## src/rtl/cdb_pkg.sv

```systemverilog
// Shared types and helpers for the CDB result-bus arbiter.
package cdb_pkg;

    localparam int unsigned CDB_TAG_W  = 4;
    localparam int unsigned CDB_DATA_W = 32;

    // Tag 0 means "no producer" and is never broadcast.
    localparam logic [CDB_TAG_W-1:0] TAG_NONE = '0;

    typedef struct packed {
        logic [CDB_TAG_W-1:0]  tag;
        logic [CDB_DATA_W-1:0] wdata;
    } cdb_pkt_t;

    // Round-robin pointer advance; wraps explicitly so N need not be a power of two.
    function automatic int unsigned ptr_inc(input int unsigned idx, input int unsigned n);
        return (idx + 1 >= n) ? 0 : idx + 1;
    endfunction

endpackage

```

## src/rtl/rr_pick.sv

```systemverilog
// Combinational one-hot picker: first set request at or after 'start', wrapping modulo N.
module rr_pick #(
    parameter int unsigned N    = 4,
    parameter int unsigned ID_W = $clog2(N)
) (
    input  logic [N-1:0]    req,
    input  logic [ID_W-1:0] start,
    output logic [N-1:0]    gnt,
    output logic [ID_W-1:0] id
);

    logic [ID_W:0] idx;
    logic          found;

    // Scan N positions starting at 'start'; first hit wins.
    always_comb begin
        gnt   = '0;
        id    = '0;
        idx   = '0;
        found = 1'b0;
        for (int unsigned k = 0; k < N; k++) begin
            idx = {1'b0, start} + (ID_W + 1)'(k);
            // start is always < N, so a single subtraction completes the wrap.
            if (idx >= (ID_W + 1)'(N)) begin
                idx = idx - (ID_W + 1)'(N);
            end
            if (!found && req[idx[ID_W-1:0]]) begin
                found                = 1'b1;
                gnt[idx[ID_W-1:0]]   = 1'b1;
                id                   = idx[ID_W-1:0];
            end
        end
    end

endmodule

```

## src/rtl/cdb_arb.sv

```systemverilog
// Result-bus arbiter: per-EXU one-entry holding slots, one winner per cycle onto a
// registered CDB broadcast. Define CDB_ARB_FIXED_PRI_EN for fixed priority (index 0
// highest, no round-robin pointer); the default build is round-robin.
module cdb_arb
    import cdb_pkg::*;
#(
    parameter int unsigned N_REQ  = 4,
    parameter int unsigned TAG_W  = 4,
    parameter int unsigned DATA_W = 32,
    parameter int unsigned ID_W   = $clog2(N_REQ)
) (
    input  logic                          clk,
    input  logic                          rst,
    input  logic [N_REQ-1:0]              exu_req,
    input  logic [N_REQ-1:0][TAG_W-1:0]   exu_tag,
    input  logic [N_REQ-1:0][DATA_W-1:0]  exu_wdata,
    output logic [N_REQ-1:0]              exu_rdy,
    output logic                          cdb_wr,
    output logic [TAG_W-1:0]              cdb_tag,
    output logic [DATA_W-1:0]             cdb_wdata,
    output logic [ID_W-1:0]               cdb_gnt_id
);

    logic [N_REQ-1:0]             hold_vld_q, hold_vld_d;
    logic [N_REQ-1:0][TAG_W-1:0]  hold_tag_q, hold_tag_d;
    logic [N_REQ-1:0][DATA_W-1:0] hold_data_q, hold_data_d;
    logic [N_REQ-1:0]             gnt;
    logic [ID_W-1:0]              win_id;
    logic [ID_W-1:0]              pick_start;

`ifdef CDB_ARB_FIXED_PRI_EN
    assign pick_start = '0;
`else
    logic [ID_W-1:0] rr_ptr_q, rr_ptr_d;

    assign pick_start = rr_ptr_q;

    // Pointer moves to the slot after the winner; unchanged when nothing is granted.
    always_comb begin
        rr_ptr_d = rr_ptr_q;
        if (|gnt) begin
            rr_ptr_d = ID_W'(ptr_inc(32'(win_id), N_REQ));
        end
    end

    // Round-robin pointer register.
    always_ff @(posedge clk) begin
        if (rst) begin
            rr_ptr_q <= '0;
        end else begin
            rr_ptr_q <= rr_ptr_d;
        end
    end
`endif

    // Grant depends only on held slots and the pointer, never on exu_req.
    rr_pick #(
        .N    (N_REQ),
        .ID_W (ID_W)
    ) u_pick (
        .req   (hold_vld_q),
        .start (pick_start),
        .gnt   (gnt),
        .id    (win_id)
    );

    // A granted slot frees up this cycle, so it can take a new result immediately.
    assign exu_rdy = {N_REQ{~rst}} & (~hold_vld_q | gnt);

    // Slot next-state: a new capture beats a same-cycle grant; tag 0 is swallowed.
    always_comb begin
        hold_vld_d  = hold_vld_q;
        hold_tag_d  = hold_tag_q;
        hold_data_d = hold_data_q;
        for (int unsigned i = 0; i < N_REQ; i++) begin
            if (exu_req[i] && exu_rdy[i] && (exu_tag[i] != TAG_W'(TAG_NONE))) begin
                hold_vld_d[i]  = 1'b1;
                hold_tag_d[i]  = exu_tag[i];
                hold_data_d[i] = exu_wdata[i];
            end else if (gnt[i]) begin
                hold_vld_d[i] = 1'b0;
            end
        end
    end

    // Holding slots and CDB output registers; payload holds its last value when idle.
    always_ff @(posedge clk) begin
        if (rst) begin
            hold_vld_q  <= '0;
            hold_tag_q  <= '0;
            hold_data_q <= '0;
            cdb_wr      <= 1'b0;
            cdb_tag     <= '0;
            cdb_wdata   <= '0;
            cdb_gnt_id  <= '0;
        end else begin
            hold_vld_q  <= hold_vld_d;
            hold_tag_q  <= hold_tag_d;
            hold_data_q <= hold_data_d;
            cdb_wr      <= |gnt;
            if (|gnt) begin
                cdb_tag    <= hold_tag_q[win_id];
                cdb_wdata  <= hold_data_q[win_id];
                cdb_gnt_id <= win_id;
            end
        end
    end

endmodule

```

## config.mk

```make
export PLATFORM = sky130hd
export DESIGN_NAME = cdb_arb
export DESIGN_NICKNAME = d
export VERILOG_FILES = /design/src/rtl/cdb_pkg.sv /design/src/rtl/rr_pick.sv /design/src/rtl/cdb_arb.sv
export SDC_FILE = /design/constraint.sdc
export NUM_CORES = 1
export LEC_CHECK = 0
export ABC_AREA = 1
export CAP_MARGIN = 20
export CORE_MARGIN = 8
export CORE_UTILIZATION = 47
export CTS_CLUSTER_DIAMETER = 100
export DETAILED_ROUTE_END_ITERATION = 16
export GPL_TIMING_DRIVEN = 0
export PLACE_DENSITY = 0.75
export SLEW_MARGIN = 30
export SYNTH_ARGS = -nofsm -noshare
export SYNTH_HDL_FRONTEND = slang
export SYNTH_SLANG_ARGS = --single-unit
export TNS_END_PERCENT = 30
```

## constraint.sdc

```tcl
create_clock -name clk -period 2.55 [get_ports clk]
set_input_delay 0.255 -clock clk [delete_from_list [all_inputs] [get_ports clk]]
set_output_delay 0.255 -clock clk [all_outputs]
set_load 0.02 [all_outputs]
```

==> impl_metrics.py, run 1 <==
metrics = {
    "global_route": {
        "antenna_found_initial": 1,
        "grt_max_degree": 18,
        "grt_overflow": 0,
        "first_global_vias": 9161,
        "grt.total_usage": 0.244,
        "grt_pass1_wl_mm": 47.1,
    },
    "pwr": {
        "p_comb_frac": 0.611,
        "power_w": 0.0162,
        "power_frac_clock": 0.161,
        "p_leak_nw": 6.36,
        "swShare": 0.462,
        "powerDensity_nw_per_um2": 1290,
        "power.internal_w": 0.00870,
        "vdd_drop_max_uv": 685,
        "seqPwrFrac": 0.228,
        "p_sw_w": 0.00746,
    },
    "timing": {
        "rsz0062_at_grt": "true",
        "fin_crit_ps": 2460,
        "fin_worst_skew_ps": 9.59,
        "slew_headroom": 0.520,
        "worst_pin_slew_ps": 720,
        "whs_ps": 231,
        "maxSlewViolCount": 0,
        "fin_crit_sh": 0.964,
        "layout_setup_ws_ps": 92.5,
        "fmax_mhz": 407,
        "hold_violations": 0,
        "setup_viol": 0,
    },
    "final_layout": {
        "layout-drive-gt1-share": 0.0905,
        "layout_common_cells": "nand2_1 (423), nor2_1 (357), dfxtp_1 (187), clkdlybuf4s50_1 (187), nand3_1 (160)",
        "finalNetCount": 1868,
        "fin_area_um2": 12500,
        "stdcell_count": 1990,
        "final_common_cell": "nand2_1",
        "area_growth_pct": 34.9,
    },
    "detailed_routing": {
        "vias": 9729,
        "drt_iter0_drc": 893,
        "ant_nets": 0,
        "totalWireLength_mm": 30.6,
        "drt_first_pass_iters": 5,
        "drc": 0,
        "vias_per_cell": 4.89,
        "wl_per_cell_um": 15.4,
    },
    "critical_path": {
        "cp-end-kind": "flip-flop",
        "rrSetupSlack_ps": 90,
        "endpoint": "cdb_wdata[16]$_SDFFE_PP0P_",
        "path_max_fanout": 10,
        "arrival_ps": 2790,
        "r2r-end": "cdb_wdata[16]$_SDFFE_PP0P_",
        "crit_path_start_kind": "flip-flop",
        "ff2ff_path_depth": 14,
        "startpoint": "pick_start[1]$_SDFFE_PP0P_",
        "worstSetupPathType": "flip-flop to flip-flop",
        "r2r-start": "pick_start[1]$_SDFFE_PP0P_",
        "crit_required_ps": 2880,
    },
    "logic_synthesis": {
        "synth-seq-area-share": 0.407,
        "ys_warn_count": 0,
        "synthCells": 1484,
        "yosys.cell_types.count": 28,
        "synth_nets": 1641,
        "syn_area_per_cell_um2": 6.26,
        "ys_seq_elements": 189,
        "syn-cell-area_um2": 9290,
    },
    "floorplan": {
        "design.portCount": 193,
        "rows": 51,
        "die_w_um": 157,
        "core_area_um2": 19500,
        "initial_core_util": 0.477,
        "fp.dieH_um": 157,
        "dieArea_um2": 24500,
    },
    "clock_network": {
        "clock-root-buffer": "clkbuf_16",
        "ctsLongestPathBuffers": 2,
        "clk-insertion-delay-late_ps": 440,
        "cts.sinks": 189,
        "clkSlewWorstSetupHoldPaths_ps": 70,
        "postCtsHoldBufs": 0,
        "cts_buffers": 17,
        "cts.htree.levels": 4,
        "cts_tree": "yes",
    },
    "outcome": {
        "outcome": "complete, no violations",
    },
    "placed_design": {
        "place.gp.congestion": 0.873,
        "dp_hpwl_mm": 22.4,
        "dp.cells": 1940,
        "port_buffers": 191,
        "placed_cell_area_um2": 11500,
        "post-place-ws_ps": -317,
    },
    "worst_hold_path": {
        "worstHoldStart": "rst",
        "worstHoldPathType": "input port to flip-flop",
    },
    "flow_run": {
        "drv_cap": 0,
    },
}
[cells by family after synthesis]
logic type | Yosys count | synth area share
flops | 189 | 0.407
fa+ha+maj | 7 | 0.00943
compound gates | 55 | 0.0326
buf+inv | 251 | 0.114
simple gates | 982 | 0.436
[through the flow]
step / TNS, ps / utilization
final: 0 / 0.644
after CTS: -34.0 / 0.634
after global routing: -336 / 0.644
after global placement: -32470 / 0.593
after floorplan: 0 / -
after detailed placement: -39760 / 0.593
[area by class of cell]
class,count,area [µm²]
fillers,1789,6930
multi-input cells,1044,4590
well taps,265,332
repair buffers,209,2110
inverters,163,623
diodes,1,2.50
clock inverters,14,139
clock buffers,18,429
plain buffers,87,519
flip-flops and latches,189,3790
[layer usage]
layer,routed length [µm],GRT usage,vias up
li1,-,-,4954
met5,0,0,-
met1,13300,0.309,4340
met4,539,0.0719,0
met2,14400,0.414,396
met3,2370,0.0427,39
[cells in the mapped netlist, drive strengths merged]
master / count / area [µm²]
a21boi: 4 / 30.0
o21ai: 38 / 190
inv: 163 / 617
buf: 53 / 312
ha: 7 / 87.6
clkbuf: 35 / 133
nand4: 14 / 125
a21oi: 12 / 63.8
o21bai: 1 / 18.8
nand3b: 3 / 22.5
nand3: 165 / 831
nor2: 361 / 1380
or4: 4 / 30.0
nand2: 435 / 1670
dfxtp: 189 / 3780
[worst min path at each step]
| stage | end | slack (ps) | cells past startpoint |
|---|---|---|---|
| 2_1_floorplan | hold_data_q[0]$_SDFFE_PP0P_ | 390 | 2 |
| 3_3_place_gp | hold_tag_q[7]$_SDFFE_PP0P_ | 450 | 2 |
| 3_5_place_dp | hold_tag_q[11]$_SDFFE_PP0P_ | 460 | 2 |
| 4_1_cts | hold_tag_q[11]$_SDFFE_PP0P_ | 210 | 2 |
| 5_1_grt | hold_tag_q[11]$_SDFFE_PP0P_ | 230 | 2 |
| 6_report | hold_tag_q[11]$_SDFFE_PP0P_ | 230 | 2 |
[sequential cells by signal, indices dropped and copies added (netlist names)]
signal,count
cdb_tag,4
hold_data_q,128
cdb_wr,1
hold_vld_q,4
cdb_gnt_id,2
cdb_wdata,32
pick_start,2
hold_tag_q,16
[power groups by stage]
stage / registers, W / clock network (W) / logic, W
floorplan: 0.00395 / 0 / 0.00575
global placement: 0.00371 / 0 / 0.00852
detailed placement: 0.00373 / 0 / 0.00861
CTS: 0.00367 / 0.00262 / 0.00929
global route: 0.00372 / 0.00275 / 0.0109
finish: 0.00368 / 0.00261 / 0.00987
[critical path: stages, from the launching register on]
cell and delay (ps):
dfxtp_4 360, clkinvlp_4 110, ha_4 310, inv_4 50
nand3_1 70, nand2_1 100, a21oi_1 310, nand2_4 210
nand2_8 180, buf_2 280, nand2_1 80, nand3_1 100
nand2_1 60, nor2_1 80, nor2_1 40
[what timing repair did]
| item | CTS | global route |
|---|---|---|
| pin swaps | 5 | 11 |
| setup endpoints to repair | 192 | 187 |
| gates cloned | 0 | 1 |
| buffers inserted | 12 | 5 |
| resized for setup | 52 | 50 |
No activity file was read; power rests on OpenSTA's default activity.
==> inputs of run 2 (changes only) <==
--- a/config.mk
+++ b/config.mk
@@ -7,7 +7,6 @@
 export LEC_CHECK = 0
 export ABC_AREA = 1
 export CAP_MARGIN = 20
-export CORE_MARGIN = 8
 export CORE_UTILIZATION = 47
 export CTS_CLUSTER_DIAMETER = 100
 export DETAILED_ROUTE_END_ITERATION = 16
==> impl_metrics.py, run 2 (synthesis gave the netlist of run 1 again) <==
metrics = {
    "critical_path": {
        "critical_path.max_stage_delay_ps": 360,
        "crit_path_start_kind": "flip-flop",
        "path_cells": "buf_8, inv_6, ha_4, inv_4, nand3_1, nand2_1, nand2_1, inv_2, nand3_1, nand4_2, nand2_1, inv_1, buf_2",
        "rrSetupSlack_ps": 100,
        "r2r-end": "pick_start[1]$_SDFFE_PP0P_",
        "arrival_ps": 2200,
        "r2r-start": "pick_start[0]$_SDFFE_PP0P_",
        "crit_required_ps": 2300,
        "cp_top_family": "buffers and inverters",
        "ff2ff_path_depth": 15,
        "cpMostUsedCell": "nand2_1",
        "critical_path_buf_inv_count": 6,
        "worstSetupPathType": "flip-flop to output pin",
        "slowest_stage": "dfxtp_4",
        "cp-end-kind": "output pin",
        "path_max_fanout": 10,
    },
    "clock_network": {
        "clkSlewWorstSetupHoldPaths_ps": 60,
        "clk-insertion-delay-late_ps": 440,
        "cts.htree.levels": 4,
        "clock-root-buffer": "clkbuf_16",
        "cts_buffers": 17,
        "cts_tree": "yes",
        "postCtsHoldBufs": 0,
        "ctsLongestPathBuffers": 2,
        "cts.sinks": 189,
    },
    "timing": {
        "fin_crit_ps": 2450,
        "fmax_mhz": 408,
        "whs_ps": 231,
        "hold_violations": 0,
        "setup_viol": 0,
        "fin_crit_sh": 0.961,
        "worst_pin_slew_ps": 715,
        "fin_worst_skew_ps": 10.2,
        "layout_setup_ws_ps": 99.4,
        "rsz0062_at_grt": "true",
        "maxSlewViolCount": 0,
        "slew_headroom": 0.523,
    },
    "final_layout": {
        "fin_area_um2": 12400,
        "antenna_cells": 0,
        "multi_input_area_um2": 4560,
        "area_growth_pct": 33.5,
        "fill_cells": 1828,
        "largest_registers": "hold_data_q (128), cdb_wdata (32), hold_tag_q (16)",
        "finalNetCount": 1864,
        "final_core_util": 0.639,
        "largest_reg_flops": 128,
        "largest-register": "hold_data_q",
        "final_common_cell": "nand2_1",
        "seq_area_um2": 3790,
        "layout-drive-gt1-share": 0.0860,
        "layout_common_cells": "nand2_1 (424), nor2_1 (358), dfxtp_1 (187), clkdlybuf4s50_1 (187), nand3_1 (160)",
    },
    "floorplan": {
        "dieArea_um2": 20300,
        "initial_core_util": 0.479,
        "fp.dieH_um": 143,
        "die_w_um": 143,
        "design.portCount": 193,
        "rows": 51,
        "core_area_um2": 19400,
    },
    "pwr": {
        "p_leak_nw": 6.30,
        "powerDensity_nw_per_um2": 1270,
        "vdd_drop_max_uv": 801,
    },
    "global_route": {
        "grt_overflow": 0,
        "first_global_vias": 9017,
        "grt_max_degree": 17,
        "antenna_found_initial": 0,
        "grt_pass1_wl_mm": 45.0,
        "grt.total_usage": 0.290,
    },
    "detailed_routing": {
        "ant_nets": 0,
        "totalWireLength_mm": 29.2,
        "drc": 0,
        "vias": 9809,
        "wl_per_cell_um": 14.7,
        "vias_per_cell": 4.94,
        "drt_first_pass_iters": 5,
        "drt_iter0_drc": 695,
    },
    "worst_hold_path": {
        "worstHoldPathType": "input port to flip-flop",
        "worstHoldStart": "rst",
        "hold_end": "cdb_gnt_id[0]$_SDFFE_PP0P_",
        "min_delay_path_depth": 2,
    },
    "flow_run": {
        "drv_cap": 0,
    },
    "outcome": {
        "outcome": "complete, no violations",
    },
    "placed_design": {
        "placed_cell_area_um2": 11500,
        "place.gp.congestion": 0.894,
        "port_buffers": 191,
        "post-place-ws_ps": -335,
        "dp_hpwl_mm": 21.1,
    },
}
run 2: repair_timing:
| action | 4_1_cts | 5_1_grt |
|---|---|---|
| setup buffers | 7 | 4 |
| gates cloned | 2 | 0 |
| setup endpoints to repair | 192 | 171 |
| gates resized for setup | 37 | 49 |
| pin swaps | 5 | 10 |
run 2: per-layer routing:
layer  global-route usage  up-vias  routed length (µm)  share of wire
met1                0.376     4403               12700           0.43
met4                0.123        0                 804          0.028
met3               0.0458       56                2220          0.076
met5                    0        -                   0              0
li1                     -     4955                   -              -
met2                0.478      395               13500           0.46
run 2: cell type report:
class | instances | area share
Clock inverter | 7 | 0.00605
Clock buffer | 25 | 0.0416
Sequential cell | 189 | 0.306
Tap cell | 265 | 0.0267
Multi-Input combinational cell | 1045 | 0.368
Timing Repair Buffer | 203 | 0.161
Buffer | 88 | 0.0416
Inverter | 163 | 0.0499
run 2: how the worst max path moves through the flow:
stage | start | endpoint | depth (start not counted)
after floorplan | pick_start[0]$_SDFFE_PP0P_ | pick_start[1]$_SDFFE_PP0P_ | 16
after global placement | pick_start[1]$_SDFFE_PP0P_ | pick_start[1]$_SDFFE_PP0P_ | 15
after detailed placement | pick_start[1]$_SDFFE_PP0P_ | hold_data_q[96]$_SDFFE_PP0P_ | 12
after CTS | pick_start[0]$_SDFFE_PP0P_ | exu_rdy[0] | 12
after global routing | pick_start[0]$_SDFFE_PP0P_ | hold_data_q[109]$_SDFFE_PP0P_ | 16
final | pick_start[0]$_SDFFE_PP0P_ | exu_rdy[2] | 13
run 2: where the power goes:
| group | total [W] | internal [W] | switching (W) |
|---|---|---|---|
| Sequential | 0.00369 | 0.00347 | 0.000213 |
| Clock | 0.00265 | 0.00151 | 0.00115 |
| Combinational | 0.00942 | 0.00352 | 0.00589 |
run 2: metrics by stage:
step	setup TNS (ps)	cells	power [W]
after global routing	-265	1985	0.0169
after CTS	-50.1	1981	0.0153
after detailed placement	-42020	1940	0.0123
final	0	1985	0.0158
after global placement	-29970	1940	0.0122
after floorplan	0	1484	0.00970
==> inputs of run 3 (changes only) <==
--- a/config.mk
+++ b/config.mk
@@ -7,11 +7,13 @@
 export LEC_CHECK = 0
 export ABC_AREA = 1
 export CAP_MARGIN = 20
-export CORE_UTILIZATION = 47
+export CELL_PAD_IN_SITES_DETAIL_PLACEMENT = 0
+export CELL_PAD_IN_SITES_GLOBAL_PLACEMENT = 1
+export CORE_UTILIZATION = 32
 export CTS_CLUSTER_DIAMETER = 100
 export DETAILED_ROUTE_END_ITERATION = 16
 export GPL_TIMING_DRIVEN = 0
-export PLACE_DENSITY = 0.75
+export PLACE_DENSITY = 0.74
 export SLEW_MARGIN = 30
 export SYNTH_ARGS = -nofsm -noshare
 export SYNTH_HDL_FRONTEND = slang
==> impl_metrics.py, run 3 (synthesis gave the netlist of run 1 again) <==
metrics = {
    "clock_network": {
        "postCtsHoldBufs": 0,
        "cts_buffers": 17,
        "clkSlewWorstSetupHoldPaths_ps": 80,
        "cts.htree.levels": 4,
        "clk-insertion-delay-late_ps": 440,
        "clock-root-buffer": "clkbuf_16",
        "cts_tree": "yes",
        "ctsLongestPathBuffers": 2,
        "cts.sinks": 189,
    },
    "final_layout": {
        "area_growth_pct": 36.0,
        "largest_registers": "hold_data_q (128), cdb_wdata (32), hold_tag_q (16)",
        "final_common_cell": "nand2_1",
        "stdcell_count": 2103,
        "fill_cells": 3036,
        "fin_area_um2": 12600,
        "layout_common_cells": "nand2_1 (422), nor2_1 (358), dfxtp_1 (187), clkdlybuf4s50_1 (187), nand3_1 (158)",
        "layout-drive-gt1-share": 0.0925,
        "antenna_cells": 0,
        "finalNetCount": 1863,
        "largest-register": "hold_data_q",
        "largest_reg_flops": 128,
    },
    "detailed_routing": {
        "drt_first_pass_iters": 5,
        "vias_per_cell": 4.53,
        "ant_nets": 0,
        "wl_per_cell_um": 15.6,
        "totalWireLength_mm": 32.9,
        "drc": 0,
        "vias": 9529,
        "drt_iter0_drc": 672,
    },
    "timing": {
        "slew_headroom": 0.447,
        "fin_crit_sh": 0.958,
        "whs_ps": 260,
        "worst_pin_slew_ps": 829,
        "fin_worst_skew_ps": 10.7,
        "fin_crit_ps": 2440,
        "hold_violations": 0,
        "fmax_mhz": 410,
        "rsz0062_at_grt": "false",
        "setup_viol": 0,
        "maxSlewViolCount": 0,
    },
    "worst_hold_path": {
        "hold_end": "cdb_gnt_id[0]$_SDFFE_PP0P_",
        "min_delay_path_depth": 2,
        "worstHoldStart": "rst",
        "worstHoldPathType": "input port to flip-flop",
    },
    "critical_path": {
        "arrival_ps": 2770,
        "ff2ff_path_depth": 16,
        "crit_path_start_kind": "flip-flop",
        "worstSetupPathType": "flip-flop to flip-flop",
        "path_max_fanout": 10,
        "crit_required_ps": 2880,
        "r2r-start": "pick_start[1]$_SDFFE_PP0P_",
        "r2r-end": "cdb_wdata[5]$_SDFFE_PP0P_",
        "cp-end-kind": "flip-flop",
        "rrSetupSlack_ps": 110,
    },
    "floorplan": {
        "fp.dieH_um": 172,
        "initial_core_util": 0.325,
        "dieArea_um2": 29700,
        "core_area_um2": 28600,
        "die_w_um": 172,
        "rows": 62,
        "design.portCount": 193,
    },
    "global_route": {
        "met3_usage": 0.0247,
        "grt_pass1_wl_mm": 49.3,
        "grt.total_usage": 0.223,
        "first_global_vias": 8852,
        "use_met2": 0.356,
        "grt_overflow": 0,
        "grt_max_degree": 19,
        "antenna_found_initial": 0,
        "busiest_layer": "met2",
        "grt_util_met1": 0.308,
    },
    "pwr": {
        "p_leak_nw": 6.34,
        "power_w": 0.0163,
        "vdd_drop_max_uv": 580,
        "powerDensity_nw_per_um2": 1290,
    },
    "placed_design": {
        "placed_cell_area_um2": 11700,
        "dp.cells": 2059,
        "port_buffers": 191,
        "place.gp.congestion": 0.829,
        "dp_hpwl_mm": 24.1,
    },
    "flow_run": {
        "drv_cap": 0,
    },
    "outcome": {
        "outcome": "complete, no violations",
    },
}
run 3: cell types whose count changed in the layout (fill, tap and decap cells not counted), moves of 3 or more:
cell	previous run	this run
buf_4	17	14
inv_8	0	5
clkbuf_1	28	21
buf_2	35	31
clkbuf_2	8	13
clkbuf_8	6	1
nand3_2	4	7
run 3: final cells by class:
cell class | instances | area (µm²) | area share
plain buffers | 86 | 536 | 0.0424
clock inverters | 14 | 149 | 0.0118
well taps | 384 | 480 | 0.0380
repair buffers | 203 | 2000 | 0.158
flip-flops and latches | 189 | 3790 | 0.300
clock buffers | 18 | 439 | 0.0348
multi-input cells | 1046 | 4620 | 0.365
inverters | 163 | 624 | 0.0494
run 3: stage by stage:
step,setup TNS [ps],setup WS (ps),utilization
final,0,108,0.441
after global routing,0,0.325,0.441
after CTS,-66.7,-46.5,0.437
after detailed placement,-68660,-478,0.408
after global placement,-72050,-508,0.408
after floorplan,0,94.1,-
run 3: worst max-delay path: stages, from the launching register on:
cell and delay (ps):
dfxtp_4 390, inv_4 70, ha_4 300, inv_4 50, nand3_2 80, nand2_4 80, nor2_4 190, nand2_2 80
nand3b_1 140, buf_4 150, buf_6 150, clkbuf_4 210, nand3_1 90, nand3_1 110, nand2_1 50, nor2_1 130
nor2_1 50
run 3: worst max path at each step:
stage / cells past startpoint / from / to / slack, ps
6_report: 16 / pick_start[1]$_SDFFE_PP0P_ / cdb_wdata[5]$_SDFFE_PP0P_ / 110
2_1_floorplan: 16 / pick_start[0]$_SDFFE_PP0P_ / pick_start[1]$_SDFFE_PP0P_ / 90
5_1_grt: 16 / pick_start[1]$_SDFFE_PP0P_ / cdb_wdata[4]$_SDFFE_PP0P_ / 0.3
3_5_place_dp: 12 / pick_start[1]$_SDFFE_PP0P_ / hold_data_q[96]$_SDFFE_PP0P_ / -480
3_3_place_gp: 12 / pick_start[1]$_SDFFE_PP0P_ / hold_data_q[96]$_SDFFE_PP0P_ / -510
4_1_cts: 11 / pick_start[1]$_SDFFE_PP0P_ / exu_rdy[3] / -50
run 3: what timing repair did:
item                       in CTS  in global routing
setup buffers                   9                  2
pin swaps                       4                  9
setup endpoints to repair     192                185
resized for setup              51                 57
cloned                          3                  0
run 3: per-layer routing:
| layer | routed length [µm] | up-vias |
|---|---|---|
| met5 | 0 | - |
| met4 | 739 | 0 |
| met3 | 1430 | 35 |
| met2 | 15000 | 245 |
| met1 | 15700 | 4308 |
| li1 | - | 4941 |
run 3: where the power goes:
group / total (W) / internal, W / switching, W
clock network: 0.00276 / 0.00142 / 0.00134
registers: 0.00368 / 0.00347 / 0.000212
logic: 0.00988 / 0.00368 / 0.00620
